<file path="config.mk">
export PLATFORM = sky130hd
export DESIGN_NAME = fifo_rd_stream
export DESIGN_NICKNAME = d
export VERILOG_FILES = /design/src/rtl/fifo_rd_stream.sv
export SDC_FILE = /design/constraint.sdc
export NUM_CORES = 1
export LEC_CHECK = 0
export CAP_MARGIN = 20
export CORE_UTILIZATION = 45
export CTS_BUF_LIST = sky130_fd_sc_hd__clkbuf_4 sky130_fd_sc_hd__clkbuf_8
export CTS_CLUSTER_DIAMETER = 40
export DETAILED_ROUTE_END_ITERATION = 12
export PLACE_DENSITY = 0.78
export SLEW_MARGIN = 5
export SYNTH_ARGS = -nofsm -noshare
export SYNTH_HDL_FRONTEND = slang
export SYNTH_SLANG_ARGS = --single-unit
</file>
<file path="constraint.sdc">
create_clock -name rclk -period 2.4 [get_ports rclk]
set_input_delay 0.48 -clock rclk [delete_from_list [all_inputs] [get_ports rclk]]
set_output_delay 0.48 -clock rclk [all_outputs]
set_load 0.02 [all_outputs]
</file>
<file path="src/rtl/fifo_rd_stream.sv">
// Read-domain output stage of the async FIFO: turns rempty/rinc/rdata into an in-order valid/ready stream.
// Latency: 2 rclk from first rinc to m_valid. Backpressure: a 2-entry skid buffer stalls issue when committed words reach 2.
module fifo_rd_stream #(
  parameter int DSIZE = 8
) (
  input  logic             rclk,
  input  logic             rrst_n,
  input  logic             rempty,
  output logic             rinc,
  input  logic [DSIZE-1:0] rdata,
  output logic             m_valid,
  input  logic             m_ready,
  output logic [DSIZE-1:0] m_data,
  output logic [1:0]       m_level
);

  typedef enum logic [1:0] {
    EMPTY = 2'd0,
    ONE   = 2'd1,
    TWO   = 2'd2
  } occ_t;

  occ_t             occ;
  logic             inflight;
  logic [DSIZE-1:0] head;
  logic [DSIZE-1:0] second;
  logic             pop;
  logic [2:0]       committed;

  assign pop       = m_valid & m_ready;
  // Words held or already requested after this cycle's pop; m_ready feeds rinc combinationally for full rate.
  assign committed = {1'b0, occ} + {2'b00, inflight} - {2'b00, pop};
  assign rinc      = rrst_n & ~rempty & (committed < 3'd2);

  always_ff @(posedge rclk or negedge rrst_n) begin
    if (!rrst_n) begin
      occ      <= EMPTY;
      inflight <= 1'b0;
      head     <= '0;
      second   <= '0;
      m_valid  <= 1'b0;
    end else begin
      inflight <= rinc;
      case (occ)
        EMPTY: begin
          if (inflight) begin
            occ     <= ONE;
            head    <= rdata;
            m_valid <= 1'b1;
          end
        end
        ONE: begin
          if (inflight && !pop) begin
            occ    <= TWO;
            second <= rdata;
          end else if (!inflight && pop) begin
            occ     <= EMPTY;
            m_valid <= 1'b0;
          end else if (inflight && pop) begin
            head <= rdata;
          end
        end
        TWO: begin
          // The issue rule keeps inflight low here, so only a pop can change state.
          if (pop) begin
            occ  <= ONE;
            head <= second;
          end
        end
        default: begin
          occ     <= EMPTY;
          m_valid <= 1'b0;
        end
      endcase
    end
  end

  assign m_data  = head;
  assign m_level = occ;

  a_no_overfill: assert property (@(posedge rclk) disable iff (!rrst_n) !((occ == TWO) && inflight));

endmodule

</file>
==> results.sh <==
export IMPL_outcome="finished with violations"
export IMPL_violations="setup timing"
export IMPL_grt_use_total_pct=18.4
export IMPL_fin_worst_skew_ps=6.87
export IMPL_final_common_cell="clkdlybuf4s50_1"
export IMPL_timing_fmax_mhz=399
export IMPL_grt_pass1_vias=679
export IMPL_start_util_pct=48.8
export IMPL_drt_iter0_markers=5
export IMPL_drv_slew=0
export IMPL_cts_max_path_buffers=2
export IMPL_portBuffers=23
export IMPL_dieArea_mm2=0.00236
export IMPL_cts_buffers=3
export IMPL_required_ps=1920
export IMPL_timing_setup_tns_ps=-106
export IMPL_synth_cell_type_count=22
export IMPL_dpl_hpwl_um=1290
export IMPL_hold_violations=0
export IMPL_syn_to_final_growth_pct=44.6
export IMPL_worst_pin_slew_ps=396
export IMPL_die_w_um=48.6
export IMPL_chipHeight_um=48.6
export IMPL_fillerInstances=149
export IMPL_wl_um=1830
export IMPL_final_cell_mix="clkdlybuf4s50_1, dfrtp_1, mux2_2"
export IMPL_dpl_cell_area_mm2=0.00131
export IMPL_num_rows=16
export IMPL_clock_sinks=20
export IMPL_post_route_period_util_pct=104
export IMPL_cts_tree="built"
export IMPL_grt_max_degree=21
export IMPL_boundaryPins=24
export IMPL_p_leak_nw=0.648
export IMPL_dr_pass1_iters=2
export IMPL_clk_latency_ps=310
export IMPL_critPathCaptureType="primary output"
export IMPL_path_max_fanout=2
export IMPL_cts_hold_buf=0
export IMPL_hp_class="reg2reg"
export IMPL_maxCapViolations=0
export IMPL_slew_headroom_pct=73.5
export IMPL_antenna_found_initial=0
export IMPL_path_clk_slew_ps=120
export IMPL_dp_cells=127
export IMPL_drc=0
export IMPL_start_kind="flip-flop"
export IMPL_routed_via_density=4.93
export IMPL_place_congestion=0.752
export IMPL_gr_total_overflow=0
export IMPL_fin_crit_ps=2510
export IMPL_ys_ff_latch=20
export IMPL_ir_drop_uv=669
export IMPL_syn_avg_cell_area_um2=14.4
export IMPL_setup_ws_ps=-106
export IMPL_syn_instance_count=68
export IMPL_drive_above_1_share_pct=49.1
export IMPL_wl_per_cell_um=13.6
export IMPL_rsz0062_at_grt="true"
export IMPL_root_buffer="clkbuf_4"
export IMPL_syn_nets=82
export IMPL_grt_pass1_wl_um=3080
export IMPL_final_antenna_net_count=0
export IMPL_synth_seq_area_share_pct=51.3
export IMPL_arrival_ps=2030
export IMPL_final_cells=135
export IMPL_p_per_area_mw_per_mm2=1080
export IMPL_vias=666
export IMPL_holdWs_ps=515
export IMPL_criticalPathCategory="reg2out"
export IMPL_setup_viol=1
export IMPL_layout_nets=123
export IMPL_finalPower_w=0.00152
export IMPL_post_route_cell_area_mm2=0.00141
export IMPL_syn_area_um2=976
export IMPL_diodes=0
export IMPL_core_area_mm2=0.00200
export IMPL_ys_warn_count=0
export IMPL_h_tree_depth=1
[synth_stat cells (all sizes together)]
library cell | number | area [um2]
nand3 | 1 | 5.00
nand2b | 2 | 12.5
nor2b | 2 | 12.5
inv | 1 | 3.75
ha | 1 | 12.5
nand2 | 4 | 15.0
and2 | 1 | 6.26
nor2 | 2 | 15.0
a21o | 1 | 7.51
buf | 1 | 11.3
fa | 1 | 20.0
mux2 | 24 | 300
nor3 | 2 | 15.0
o21ai | 1 | 5.00
nor3b | 1 | 7.51
dfrtp | 20 | 500
a21oi | 1 | 8.76
o32ai | 1 | 8.76
xor2 | 1 | 8.76
[power breakdown]
part           switching, W  internal (W)
logic              0.000329      0.000437
registers         0.0000734      0.000481
clock network      0.000109     0.0000928
total              0.000512       0.00101
[state kept, by name (all words and copies together), names as in the netlist]
name and cells:
m_data 8, m_valid 1, second 8, m_level 2
inflight 1
[per-layer routing]
| layer | routed length, um | share of wire (%) | track usage (%) |
|---|---|---|---|
| met1 | 812 | 44 | 20.9 |
| met2 | 915 | 50 | 31.5 |
| met3 | 46 | 2.5 | 3.77 |
| met4 | 58 | 3.2 | 11.8 |
| met5 | 0 | 0 | 0 |
[worst max-delay path: stages (launching register included)]
cell and delay (ps):
dfrtp_2 430, nand2_2 80, ha_4 200, nand2b_4 130
fa_2 520, nand2_2 60, nor3_4 140, buf_6 150
[per-stage QoR]
step,utilization [%],worst slack [ps]
2_1_floorplan,-,2.01
6_report,70.5,-106
5_1_grt,70.5,-204
3_5_place_dp,65.6,-922
4_1_cts,68.8,-166
3_3_place_gp,65.6,-882
[final cells by class]
type | instances | area (um2) | share of cell area, %
clock buffer | 4 | 36.3 | 2.57
timing repair buffer | 37 | 337 | 23.8
multi-input combinational | 46 | 499 | 35.4
sequential | 20 | 502 | 35.5
inverter | 1 | 3.75 | 0.266
tap | 27 | 33.8 | 2.39
[cells by family (layout without fill, tap and decap cells)]
family	count (synthesis)	after routing	synth area share (%)
multiplexers	24	24	30.8
buffers and inverters	2	42	1.54
AND/OR/NAND/NOR	15	15	9.10
adder cells (fa/ha/maj)	2	2	3.33
AO/OA/AOI/OAI	4	4	3.08
XOR/XNOR	1	1	0.898
flip-flops	20	20	51.3
[timing repair]
action	4_1_cts	5_1_grt
pin swaps	4	1
buffers inserted	1	3
resized for setup	10	3
setup endpoints to repair	1	1
[path summary, 6_finish.rpt]
path / startpoint / endpoint / slack, ps / cells after the start
max: m_valid / rinc / -110 / 7
min: m_data[6] / m_data[6] / 510 / 1
max reg2reg: m_valid / inflight / 570 / 8
min reg2reg: m_data[6] / m_data[6] / 510 / 1
max in group asynchronous: rrst_n / m_valid / 1620 / 2
min in group asynchronous: rrst_n / m_data[1] / 550 / 2
Note: power is estimated with default switching activity, not from simulation.
